`config.mk`:
```
export PLATFORM = sky130hd
export DESIGN_NAME = mem_bus_arbiter_flat
export DESIGN_NICKNAME = d
export VERILOG_FILES = /design/src/rtl/mem_bus_arbiter_if.sv /design/src/rtl/mem_bus_arbiter.sv /design/src/flat_wrapper.sv
export SDC_FILE = /design/constraint.sdc
export NUM_CORES = 1
export LEC_CHECK = 0
export CAP_MARGIN = 30
export CORE_MARGIN = 4
export CORE_UTILIZATION = 36
export CTS_CLUSTER_DIAMETER = 40
export DETAILED_ROUTE_END_ITERATION = 10
export PLACE_DENSITY = 0.77
export SETUP_SLACK_MARGIN = 0.02
export SYNTH_ARGS = -nofsm -noshare
export SYNTH_HDL_FRONTEND = slang
export SYNTH_SLANG_ARGS = --single-unit
```
`constraint.sdc`:
```
create_clock -name clk -period 1.4 [get_ports clk]
set_input_delay 0.21 -clock clk [delete_from_list [all_inputs] [get_ports clk]]
set_output_delay 0.21 -clock clk [all_outputs]
set_load 0.01 [all_outputs]
```
`src/rtl/mem_bus_arbiter_if.sv`:
```
// Request/response bundle shared by the arbiter's requester ports and its
// memory bus side; bus_* modports drop the ready line the bus does not use.
interface mem_bus_arbiter_if #(
    parameter int ADDR_W = 32,
    parameter int DATA_W = 32
);
    logic              memread;
    logic              memwrite;
    logic [ADDR_W-1:0] addr;
    logic [DATA_W-1:0] writedata;
    logic [DATA_W-1:0] readdata;
    logic              ready;

    modport master (
        output memread, memwrite, addr, writedata,
        input  readdata, ready
    );

    modport slave (
        input  memread, memwrite, addr, writedata,
        output readdata, ready
    );

    modport bus_master (
        output memread, memwrite, addr, writedata,
        input  readdata
    );

    modport bus_slave (
        input  memread, memwrite, addr, writedata,
        output readdata
    );
endinterface

```
`src/rtl/mem_bus_arbiter.sv`:
```
// Two-requester round-robin arbiter for the single memory/MMIO bus.
// Define MEM_ARB_FIXED_PRIO_EN for fixed m0-first priority instead.
module mem_bus_arbiter #(
    parameter int ADDR_W       = 32,
    parameter int DATA_W       = 32,
    parameter int READ_LATENCY = 1
) (
    input  logic                     clk,
    input  logic                     reset,
    mem_bus_arbiter_if.slave         m0,
    mem_bus_arbiter_if.slave         m1,
    mem_bus_arbiter_if.bus_master    mem,
    output logic                     owner
);
    localparam int CNT_W = 3;

    typedef enum logic [1:0] {
        IDLE,
        ISSUE,
        WAIT,
        RESP
    } state_t;

    state_t            state_q, state_d;
    logic              owner_q, owner_d;
    logic              wr_q, wr_d;
    logic [CNT_W-1:0]  cnt_q, cnt_d;
    logic              memread_q, memread_d;
    logic              memwrite_q, memwrite_d;
    logic [ADDR_W-1:0] addr_q, addr_d;
    logic [DATA_W-1:0] wdata_q, wdata_d;
    logic [DATA_W-1:0] rdata0_q, rdata0_d;
    logic [DATA_W-1:0] rdata1_q, rdata1_d;
    logic              ready0_q, ready0_d;
    logic              ready1_q, ready1_d;

    logic              pend0, pend1;
    logic              gnt;
    logic              gnt_wr;

`ifndef MEM_ARB_FIXED_PRIO_EN
    logic              last_q, last_d;
`endif

    assign pend0 = m0.memread | m0.memwrite;
    assign pend1 = m1.memread | m1.memwrite;

    always_comb begin
        gnt = 1'b0;
`ifdef MEM_ARB_FIXED_PRIO_EN
        gnt = ~pend0;
`else
        // On a tie the side that was not served last goes next
        if (pend0 && pend1) begin
            gnt = ~last_q;
        end else begin
            gnt = pend1;
        end
`endif
        gnt_wr = gnt ? m1.memwrite : m0.memwrite;
    end

    always_comb begin
        state_d    = state_q;
        owner_d    = owner_q;
        wr_d       = wr_q;
        cnt_d      = cnt_q;
        addr_d     = addr_q;
        wdata_d    = wdata_q;
        rdata0_d   = rdata0_q;
        rdata1_d   = rdata1_q;
        memread_d  = 1'b0;
        memwrite_d = 1'b0;
        ready0_d   = 1'b0;
        ready1_d   = 1'b0;
`ifndef MEM_ARB_FIXED_PRIO_EN
        last_d     = last_q;
`endif
        unique case (state_q)
            IDLE: begin
                if (pend0 || pend1) begin
                    owner_d    = gnt;
                    wr_d       = gnt_wr;
                    addr_d     = gnt ? m1.addr : m0.addr;
                    wdata_d    = gnt ? m1.writedata : m0.writedata;
                    memwrite_d = gnt_wr;
                    memread_d  = ~gnt_wr;
                    // Writes complete in the issue cycle itself
                    ready0_d   = gnt_wr & ~gnt;
                    ready1_d   = gnt_wr & gnt;
`ifndef MEM_ARB_FIXED_PRIO_EN
                    last_d     = gnt;
`endif
                    state_d    = ISSUE;
                end
            end
            ISSUE: begin
                if (wr_q) begin
                    state_d = IDLE;
                end else begin
                    cnt_d   = CNT_W'(READ_LATENCY - 1);
                    state_d = WAIT;
                end
            end
            WAIT: begin
                if (cnt_q == '0) begin
                    if (owner_q) begin
                        rdata1_d = mem.readdata;
                        ready1_d = 1'b1;
                    end else begin
                        rdata0_d = mem.readdata;
                        ready0_d = 1'b1;
                    end
                    state_d = RESP;
                end else begin
                    cnt_d = cnt_q - CNT_W'(1);
                end
            end
            RESP: begin
                state_d = IDLE;
            end
            default: begin
                state_d = IDLE;
            end
        endcase
    end

    always_ff @(posedge clk) begin
        if (!reset) begin
            state_q    <= IDLE;
            owner_q    <= 1'b0;
            wr_q       <= 1'b0;
            cnt_q      <= '0;
            memread_q  <= 1'b0;
            memwrite_q <= 1'b0;
            addr_q     <= '0;
            wdata_q    <= '0;
            rdata0_q   <= '0;
            rdata1_q   <= '0;
            ready0_q   <= 1'b0;
            ready1_q   <= 1'b0;
        end else begin
            state_q    <= state_d;
            owner_q    <= owner_d;
            wr_q       <= wr_d;
            cnt_q      <= cnt_d;
            memread_q  <= memread_d;
            memwrite_q <= memwrite_d;
            addr_q     <= addr_d;
            wdata_q    <= wdata_d;
            rdata0_q   <= rdata0_d;
            rdata1_q   <= rdata1_d;
            ready0_q   <= ready0_d;
            ready1_q   <= ready1_d;
        end
    end

`ifndef MEM_ARB_FIXED_PRIO_EN
    always_ff @(posedge clk) begin
        if (!reset) begin
            last_q <= 1'b1;
        end else begin
            last_q <= last_d;
        end
    end
`endif

    assign m0.readdata     = rdata0_q;
    assign m0.ready        = ready0_q;
    assign m1.readdata     = rdata1_q;
    assign m1.ready        = ready1_q;
    assign mem.memread     = memread_q;
    assign mem.memwrite    = memwrite_q;
    assign mem.addr        = addr_q;
    assign mem.writedata   = wdata_q;
    assign owner           = owner_q;
endmodule

```
`src/flat_wrapper.sv`:
```
// flat-port wrapper written by rule: the top's interface ports become plain ports
module mem_bus_arbiter_flat 
#(
    parameter int ADDR_W       = 32,
    parameter int DATA_W       = 32,
    parameter int READ_LATENCY = 1
)
  (clk, reset, owner, m0_memread, m0_memwrite, m0_addr, m0_writedata, m0_readdata, m0_ready, m1_memread, m1_memwrite, m1_addr, m1_writedata, m1_readdata, m1_ready, mem_memread, mem_memwrite, mem_addr, mem_writedata, mem_readdata);
  mem_bus_arbiter_if #(.ADDR_W(ADDR_W), .DATA_W(DATA_W)) m0_i ();
  mem_bus_arbiter_if #(.ADDR_W(ADDR_W), .DATA_W(DATA_W)) m1_i ();
  mem_bus_arbiter_if #(.ADDR_W(ADDR_W), .DATA_W(DATA_W)) mem_i ();
  input  logic clk;
  input  logic reset;
  output logic owner;
  input wire logic [$bits(m0_i.memread)-1:0] m0_memread;
  input wire logic [$bits(m0_i.memwrite)-1:0] m0_memwrite;
  input wire logic [$bits(m0_i.addr)-1:0] m0_addr;
  input wire logic [$bits(m0_i.writedata)-1:0] m0_writedata;
  output wire logic [$bits(m0_i.readdata)-1:0] m0_readdata;
  output wire logic [$bits(m0_i.ready)-1:0] m0_ready;
  input wire logic [$bits(m1_i.memread)-1:0] m1_memread;
  input wire logic [$bits(m1_i.memwrite)-1:0] m1_memwrite;
  input wire logic [$bits(m1_i.addr)-1:0] m1_addr;
  input wire logic [$bits(m1_i.writedata)-1:0] m1_writedata;
  output wire logic [$bits(m1_i.readdata)-1:0] m1_readdata;
  output wire logic [$bits(m1_i.ready)-1:0] m1_ready;
  output wire logic [$bits(mem_i.memread)-1:0] mem_memread;
  output wire logic [$bits(mem_i.memwrite)-1:0] mem_memwrite;
  output wire logic [$bits(mem_i.addr)-1:0] mem_addr;
  output wire logic [$bits(mem_i.writedata)-1:0] mem_writedata;
  input wire logic [$bits(mem_i.readdata)-1:0] mem_readdata;
  assign m0_i.memread = m0_memread;
  assign m0_i.memwrite = m0_memwrite;
  assign m0_i.addr = m0_addr;
  assign m0_i.writedata = m0_writedata;
  assign m0_readdata = m0_i.readdata;
  assign m0_ready = m0_i.ready;
  assign m1_i.memread = m1_memread;
  assign m1_i.memwrite = m1_memwrite;
  assign m1_i.addr = m1_addr;
  assign m1_i.writedata = m1_writedata;
  assign m1_readdata = m1_i.readdata;
  assign m1_ready = m1_i.ready;
  assign mem_memread = mem_i.memread;
  assign mem_memwrite = mem_i.memwrite;
  assign mem_addr = mem_i.addr;
  assign mem_writedata = mem_i.writedata;
  assign mem_i.readdata = mem_readdata;
  mem_bus_arbiter #(.ADDR_W(ADDR_W), .DATA_W(DATA_W), .READ_LATENCY(READ_LATENCY)) u_core (.clk(clk), .reset(reset), .m0(m0_i), .m1(m1_i), .mem(mem_i), .owner(owner));
endmodule
```
Word level (Yosys, flattened, before mapping)
Cells that the tools add are included.
- $lt $le $gt $ge: 0
- shift-type cells: 0
- bitwise operators: 8
- $mul: 0
- divide/modulo/power cells: 0
- eq/ne operators: 7
- reduce and logical (&&, ||, !) cells: 11
- mux-type cells: 19
- add/sub/neg operators: 1
- operator list (cell ; count):
    32-bit 2-to-1 mux ; 2
    3-bit AND reduction ; 4
    1-bit 2-to-1 mux ; 8
    2-bit one-hot mux with 4 select lines ; 1
    2-bit 2-to-1 mux ; 3
    3-bit 2-to-1 mux ; 2
    3-bit one-hot mux with 2 select lines ; 1
    2-bit equality test, second input constant ; 2
    2-bit by 1-bit inequality test with 1-bit output, second input constant ; 2
    2-bit inequality test, second input constant ; 2
    1-bit inverter ; 4
    1-bit one-hot mux with 2 select lines ; 2
    2-bit AND reduction ; 2
    3-bit logical NOT ; 1
    3-bit by 1-bit subtractor with 3-bit output, second input constant ; 1
    1-bit bitwise AND ; 2
    2-bit by 1-bit equality test with 1-bit output, second input constant ; 1
    2-bit logical NOT ; 1
    1-bit bitwise OR ; 2
    2-bit nonzero test ; 1
    1-bit logical AND ; 1
    1-bit logical OR ; 1
- input port bits: 166
- bits in latches: 0
- memory bits (read-only): 0
- memory bits (writable): 0
- flip-flop bits (word level): 140
- output and inout port bits: 133
- memories kept: 0

Longest topological paths before layout
Gate-level depths: netlist (run 1).
- word-level depth: 7
- mapped depth: 8

Worst setup path after synthesis (run 1)
No wires, ideal clock.
- path kind: reg-to-reg
- start: register u_core.state_q[0]
- end: register u_core.wdata_q[27], in the netlist u_core.mem.writedata[27]
- slack: -0.148 ns
- period minus slack after synthesis: 1.548 ns
- cell stages (with the launch flop): 9
- arrival time: 1.479 ns
- cells stage by stage: dfxtp_1 > inv_1 > ha_1 > clkbuf_2 > o41a_1 > buf_2 > buf_1 > o21ai_1 > a21oi_1
- word-level cells in the longest chain between the ends: 2
- RTL lines (what ; RTL line ; source):
    start: declaration ; mem_bus_arbiter.sv:24 ; state_t state_q, state_d;
    start signal: assignment ; mem_bus_arbiter.sv:143 ; state_q <= state_d;
    2-bit logical NOT ; mem_bus_arbiter.sv:79 ; unique case (state_q)
    2-bit AND reduction (no line) ; n/a ;
    end signal: assignment ; mem_bus_arbiter.sv:150 ; wdata_q <= wdata_d;
    end: declaration ; mem_bus_arbiter.sv:31 ; logic [DATA_W-1:0] wdata_q, wdata_d;
No other way between the ends.
A chain may end at the register's enable or synchronous reset.

Final worst setup path (run 1)
- start: register u_core.cnt_q[0]
- end: register u_core.rdata0_q[3], in the netlist u_core.m0.readdata[3]
- word-level cells in the longest chain between the ends: 2
- RTL lines (what ; RTL line ; source):
    start: declaration ; mem_bus_arbiter.sv:27 ; logic [CNT_W-1:0] cnt_q, cnt_d;
    start signal: assignment ; mem_bus_arbiter.sv:146 ; cnt_q <= cnt_d;
    3-bit logical NOT ; mem_bus_arbiter.sv:106 ; if (cnt_q == '0) begin
    3-bit AND reduction (no line) ; n/a ;
    end signal: assignment ; mem_bus_arbiter.sv:151 ; rdata0_q <= rdata0_d;
    end: declaration ; mem_bus_arbiter.sv:32 ; logic [DATA_W-1:0] rdata0_q, rdata0_d;
No other way between the ends.

==> run summary, run 1 <==
H-Tree Depth = 4
Primary FF master, synth = dfxtp_1
Worst R2R Path Depth = 8
Setup crit end kind = flip-flop
Slew @ Worst Pin = 369.2 ps
dpl cell area = 9278 µm²
Yosys cell types = 35
Cell Area, Synth = 5831 µm²
status = finished, violations left
syn nets = 889
Mapped Avg Cell Area = 8.121 µm²
I/O pin count = 299
# DRC = 0
vias in the first global route = 6531
Area contributors post-synth = dfxtp_1 (48%), o21ai_0 (10%), nand2_1 (8.6%)
Post-DRT Antenna Nets = 0
Worst Hold Launch = reset
nets = 1198
multi-input logic area = 3684 µm²
post-layout util = 70.86%
Fmax = 654.2 MHz
Detail Placement HPWL = 14980 µm
cell count after synthesis = 718
minimum clock period = 1529 ps
Core ar. = 15890 µm²
leading cell types by count after synthesis = dfxtp_1 (140), nand2_1 (133), o21ai_0 (117)
Clock Sinks = 140
leak pwr = 4.595 nW
Die H = 135.3 µm
WL per Instance = 20.88 µm
Max Slew Vio Count = 0
row count = 46
Slew HR = 75.13%
clock skew = 11.38 ps
CTS clk-pin slew, worst paths = 60 ps
CP Class = reg -> reg
most common cell in the netlist = dfxtp_1
CTS Hold Bufs = 0
gr ovfl total = 0
Die Footprint = 18300 µm²
vias per cell = 5.456
Fin. Hold Viols = 0
fillers = 1173
RSZ-0062 raised after global routing = yes
Worst R2R Start = u_core.cnt_q[0]
routability cong. = 0.8715
Worst Setup SP = u_core.cnt_q[0]
gr usage total = 23.61%
Clock Path Buffers = 2
share of the synthesized area in the top cell type = 48.07%
critical path arrival = 1860 ps
layout cells sized above 1 = 23.65%
worst reg2reg setup slack = -130 ps
largest net degree at the start of global routing = 62
Clock Tree Root = clkbuf_16
DRT Pass-1 Iters = 8
Yosys warning total = 0
via count = 6858
Max-Cap Viols = 0
post-synthesis register bit count = 140
Num CTS Buffers = 17
P&R area growth vs syn = 93.05%
design area = 11260 µm²
Yosys top cell by area = dfxtp_1
hold crit path type = in -> reg
Initial Utilization = 36.70%
chip width = 135.3 µm
Clock Latency Late Sink = 410 ps
Iteration-0 DRC Markers = 394
number of flops mapped to enable cells by yosys = 0
antenna violations before repair = 1
Post-synth ARST share = 0%
Final WS setup = -128.6 ps
endpoints failing setup = 49
failing checks = negative setup slack
Final Cycle Share = 109.2%
startpoint types = flip-flop
Register Area = 2811 µm²
worst path required time = 1730 ps
CP max FO = 5
final WL = 26240 µm
Seq/Total Area, Yosys = 48.07%
first-pass GRT wire length = 34380 µm
Power Dens Cells = 1131 nW/µm²
CTS tree = done
Max rail drop VDD = 926.0 µV
Hold Path Cell Cnt = 3
I/O Buffers = 298
## cells in the final DEF (no fill, tap or decap), types with 2 or more instances in the layout
cell type        count
a21boi_0             9
a21boi_1            39
a21boi_2            21
a21oi_1             57
a21oi_2             11
a31oi_1             26
a31oi_2              9
a31oi_4             29
buf_12              19
buf_16               7
buf_4               20
buf_6                6
buf_8                4
bufinv_16            2
clkbuf_16           26
clkdlybuf4s50_1    160
clkinv_2             3
clkinv_4             6
dfxtp_1            135
dfxtp_2              4
dlygate4sd2_1      135
ha_4                 4
inv_2                2
inv_4                2
nand2_1             82
nand2_2             26
nand2_4             25
nand3_1              5
nand3b_1             2
nor2_1               2
nor3_2               2
o21a_1               3
o21ai_0             77
o21ai_1             52
## area by class of cell
class / instances / share of cell area [%]
timing repair buffer: 362 / 34.45
multi-input combinational: 501 / 32.73
sequential: 140 / 24.98
clock buffer: 19 / 3.935
clock inverter: 13 / 1.278
tap: 216 / 2.401
inverter: 5 / 0.2112
antenna: 1 / 0.02223
## critical path, cell delays in order, from the launching register on
cell,delay [ps]
dfxtp_2,320
inv_2,70
ha_4,140
ha_4,150
and3b_2,240
buf_12,130
clkbuf_16,150
nand2_2,50
a21boi_1,180
## state kept, by name, indices dropped and copies added (netlist names), 3 cells and up, named ones only
register,flops
u_core.m0.readdata,32
u_core.mem.writedata,32
u_core.cnt_q,3
u_core.mem.addr,32
u_core.m1.readdata,32
## kinds of logic (layout without fill, tap and decap cells)
| family | Yosys count | after routing | share of synthesized area, % |
|---|---|---|---|
| and+or+nand+nor | 153 | 153 | 10.49 |
| adders and majority gates | 5 | 5 | 1.073 |
| DFF | 140 | 140 | 48.07 |
| AOI/OAI and AO/OA | 342 | 342 | 34.51 |
| other | 0 | 1 | 0 |
| muxes | 1 | 1 | 0.1717 |
| buffers and inverters | 77 | 399 | 5.687 |
## stage by stage
| stage | total power [mW] | hold WS (ps) | cells | setup TNS [ps] | worst slack (ps) |
|---|---|---|---|---|---|
| final | 12.73 | 276.2 | 1257 | -2474 | -128.6 |
| after global routing | 13.22 | 272.4 | 1257 | -5434 | -185.0 |
| after CTS | 12.07 | 254.1 | 1246 | -1073 | -60.01 |
| after detailed placement | 7.560 | 446.2 | 1198 | -34550 | -511.3 |
| after global placement | 7.517 | 440.2 | 1198 | -29590 | -439.6 |
| after floorplan | 5.932 | 344.8 | 718 | -40.28 | -1.371 |
## layer usage
| metal | vias up | track usage, % | part of all wire [%] |
|---|---|---|---|
| li1 | 3188 | - | - |
| met1 | 3278 | 26.66 | 37 |
| met2 | 342 | 42.37 | 51 |
| met3 | 50 | 7.987 | 9.4 |
| met4 | 0 | 6.551 | 2.5 |
| met5 | - | 0 | 0 |
## what timing repair did
| action | CTS | global route |
|---|---|---|
| resized for setup | 197 | 209 |
| pin swaps | 13 | 83 |
| endpoints found under the setup margin | 270 | 131 |
| gates cloned | 9 | 9 |
| setup buffers | 7 | 3 |
## path summary, 6_finish.rpt
path,to
setup / recovery,u_core.m0.readdata[3]
hold / removal,u_core.last_q
setup reg to reg,u_core.m0.readdata[3]
hold reg to reg,u_core.m1.readdata[17]
## report_power, final
group	total [mW]	internal, mW	switching (mW)
registers	4.55	4.34	0.205
clock network	4.47	2.68	1.79
logic	3.72	1.86	1.86
No activity file was read; power rests on OpenSTA's default activity.
==> inputs of run 2 (changes only) <==
--- a/config.mk
+++ b/config.mk
@@ -9,6 +9,7 @@
 export CORE_MARGIN = 4
 export CORE_UTILIZATION = 36
 export CTS_CLUSTER_DIAMETER = 40
+export CTS_CLUSTER_SIZE = 8
 export DETAILED_ROUTE_END_ITERATION = 10
 export PLACE_DENSITY = 0.77
 export SETUP_SLACK_MARGIN = 0.02
==> results of run 2 <==
Final layout, timing and power as in run 1 (identical DEF).
==> inputs of run 3 (changes only) <==
--- a/config.mk
+++ b/config.mk
@@ -5,14 +5,14 @@
 export SDC_FILE = /design/constraint.sdc
 export NUM_CORES = 1
 export LEC_CHECK = 0
-export CAP_MARGIN = 30
-export CORE_MARGIN = 4
+export CORE_MARGIN = 2
 export CORE_UTILIZATION = 36
 export CTS_CLUSTER_DIAMETER = 40
 export CTS_CLUSTER_SIZE = 8
 export DETAILED_ROUTE_END_ITERATION = 10
 export PLACE_DENSITY = 0.77
 export SETUP_SLACK_MARGIN = 0.02
+export SLEW_MARGIN = 10
 export SYNTH_ARGS = -nofsm -noshare
 export SYNTH_HDL_FRONTEND = slang
 export SYNTH_SLANG_ARGS = --single-unit
==> run 3 against run 2 <==
Flip-flop and latch count unchanged; the run still ends with negative setup slack left; worst hold slack got worse by 49 ps; wire length is 12% lower; largest power group is now the clock network; clock power grew 5.1%; register-to-register slack improved by 50 ps; final cell count fell by 0.24%; count of clock-buffer cells in the layout shrank 1; setup slack improved by 48 ps; critical path depth fell by 1; die area down 5.8%.
==> run summary, run 3 (same netlist as run 1, synthesis figures left out) <==
endpoints failing setup = 28 (was 49)
most frequent cells in the layout = clkdlybuf4s50_1 (160), dfxtp_1 (135), dlygate4sd2_1 (134), nand2_1 (119), o21ai_0 (77) (was clkdlybuf4s50_1 (160), dlygate4sd2_1 (135), dfxtp_1 (135), nand2_1 (82), o21ai_0 (77))
Crit-path slowest cell = dfxtp_2 (unchanged)
Post-DRT Antenna Nets = 0 (unchanged)
Fin. Hold Viols = 0 (unchanged)
CTS Hold Bufs = 0 (unchanged)
Power Dens Cells = 1179 nW/µm² (was 1131 nW/µm²)
vias per cell = 5.359 (was 5.456)
slowest stage delay, CP = 320 ps (about the same)
Max-Cap Viols = 0 (unchanged)
RSZ-0062 raised after global routing = yes (unchanged)
multi-input logic area = 3308 µm² (was 3684 µm²)
clock group share of total power = 37.0% (was 35.1%)
CP Class = reg -> reg (unchanged)
# DRC = 0 (unchanged)
Die Footprint = 17230 µm² (was 18300 µm²)
Final WS setup = -80.75 ps (was -128.6 ps)
worst path bufs/invs = 2 (was 3)
antenna violations before repair = 0 (was 1)
Iteration-0 DRC Markers = 444 (was 394)
Int Power = 8.943 mW (was 8.883 mW)
failing checks = negative setup slack (unchanged)
status = finished, violations left (unchanged)
Max rail drop VDD = 849.5 µV (was 926.0 µV)
most common library cell in the layout ignoring fill and taps = clkdlybuf4s50_1 (unchanged)
Fmax = 675.3 MHz (was 654.2 MHz)
chip width = 131.3 µm (was 135.3 µm)
antenna cells = 0 (was 1)
Clock Sinks = 140 (unchanged)
DRT Pass-1 Iters = 5 (was 8)
I/O Buffers = 298 (unchanged)
CTS tree = done (unchanged)
Initial Utilization = 36.70% (unchanged)
Die H = 131.3 µm (was 135.3 µm)
clock skew = 9.022 ps (was 11.38 ps)
final WL = 23120 µm (was 26240 µm)
H-Tree Depth = 4 (unchanged)
nets = 1196 (was 1198)
largest net degree at the start of global routing = 49 (was 62)
Register Area = 2809 µm² (was 2811 µm²)
first-pass GRT wire length = 34110 µm (was 34380 µm)
startpoint types = flip-flop (unchanged)
Gate power share = 27.2% (was 29.2%)
hold crit path type = in -> reg (unchanged)
Top Family by Delay on Critical Path = simple AND/OR/NAND/NOR gates (was buffers and inverters)
routability cong. = 0.8322 (was 0.8715)
Core ar. = 15890 µm² (unchanged)
cell mode on critical path = ha_4 (unchanged)
sequential group share of total power = 35.8% (was 35.7%)
Clock Latency Late Sink = 410 ps (about the same)
Sw Pwr = 3.749 mW (was 3.850 mW)
CP max FO = 6 (was 5)
row count = 46 (unchanged)
Slew @ Worst Pin = 366.0 ps (was 369.2 ps)
Switching Fraction = 29.54% (was 30.24%)
Clock Tree Root = clkbuf_16 (unchanged)
leak pwr = 4.348 nW (was 4.595 nW)
CTS clk-pin slew, worst paths = 60 ps (about the same)
Detail Placement HPWL = 14490 µm (was 14980 µm)
layout cells sized above 1 = 18.11% (was 23.65%)
Setup crit end kind = flip-flop (unchanged)
Final Cycle Share = 105.8% (was 109.2%)
fillers = 1280 (was 1173)
gr usage total = 24.52% (was 23.61%)
worst-path cell chain = inv_2 -> ha_4 -> ha_4 -> and3b_4 -> buf_12 -> nand2_2 -> a21boi_2 (was inv_2 -> ha_4 -> ha_4 -> and3b_2 -> buf_12 -> clkbuf_16 -> nand2_2 -> a21boi_1)
minimum clock period = 1481 ps (was 1529 ps)
I/O pin count = 299 (unchanged)
vias in the first global route = 6467 (was 6531)
worst path required time = 1740 ps (was 1730 ps)
Max Slew Vio Count = 0 (unchanged)
Clock Path Buffers = 2 (unchanged)
gr ovfl total = 0 (unchanged)
WL per Instance = 18.43 µm (was 20.88 µm)
via count = 6720 (was 6858)
Slew HR = 75.60% (was 75.13%)
P&R area growth vs syn = 84.59% (was 93.05%)
critical path arrival = 1820 ps (was 1860 ps)
Num CTS Buffers = 17 (unchanged)
final hold slack = 227.4 ps (was 276.2 ps)
total negative setup slack = -730.4 ps (was -2474 ps)
==> run 3: area by class of cell <==
type	count	share of cell area (%)
Timing Repair Buffer	360	34.79
Multi-Input combinational cell	501	30.74
Sequential cell	140	26.10
Clock buffer	18	3.987
Tap cell	216	2.511
Clock inverter	14	1.697
Inverter	5	0.1744
==> run 3: final timing paths <==
path | endpoint | cells past startpoint | slack (ps) | startpoint
worst min register to register | u_core.m0.readdata[23] | 2 | 450 | u_core.m0.readdata[23]
worst max-delay path | u_core.m0.readdata[6] | 7 | -80 | u_core.cnt_q[0]
worst min-delay path | u_core.m1.readdata[24] | 2 | 230 | reset
worst max register to register | u_core.m0.readdata[6] | 7 | -80 | u_core.cnt_q[0]
==> run 3: repair_timing <==
action                                  4_1_cts  5_1_grt
buffers inserted                              6        1
pin swaps                                     8       42
gates resized for setup                     174      115
endpoints found under the setup margin      269      120
gates cloned                                  6        8
==> run 3: worst reg2reg max path, cell delays in order (launching register included) <==
cell      delay [ps]
dfxtp_2          320
inv_2             70
ha_4             140
ha_4             160
and3b_4          320
buf_12           160
nand2_2           90
a21boi_2         160
==> run 3: through the flow <==
step | instance area [µm²] | total power, mW | util [%] | std cells | worst slack, ps
after floorplan | 5923 | 5.932 | - | 718 | -1.371
after CTS | 10040 | 12.22 | 63.19 | 1246 | -124.1
after detailed placement | 9348 | 7.590 | 58.85 | 1204 | -503.7
after global routing | 10760 | 13.23 | 67.75 | 1254 | -129.0
after global placement | 9348 | 7.558 | 58.85 | 1204 | -413.8
final | 10760 | 12.69 | 67.75 | 1254 | -80.75
==> run 3: power by group through the flow <==
stage                     combinational (mW)  sequential (mW)  clock [mW]
after floorplan                         1.17             4.76           0
after global routing                    3.68             4.58        4.97
after detailed placement                2.96             4.63           0
after global placement                  2.93             4.63           0
after CTS                               2.91             4.54        4.78
final                                   3.45             4.54        4.70
==> run 3: metal layers <==
layer | GRT usage [%] | vias up | wire [µm]
li1 | - | 3169 | -
met1 | 28.45 | 3155 | 9017
met2 | 42.13 | 343 | 11280
met3 | 8.488 | 53 | 2011
met4 | 8.454 | 0 | 803
met5 | 0 | - | 0
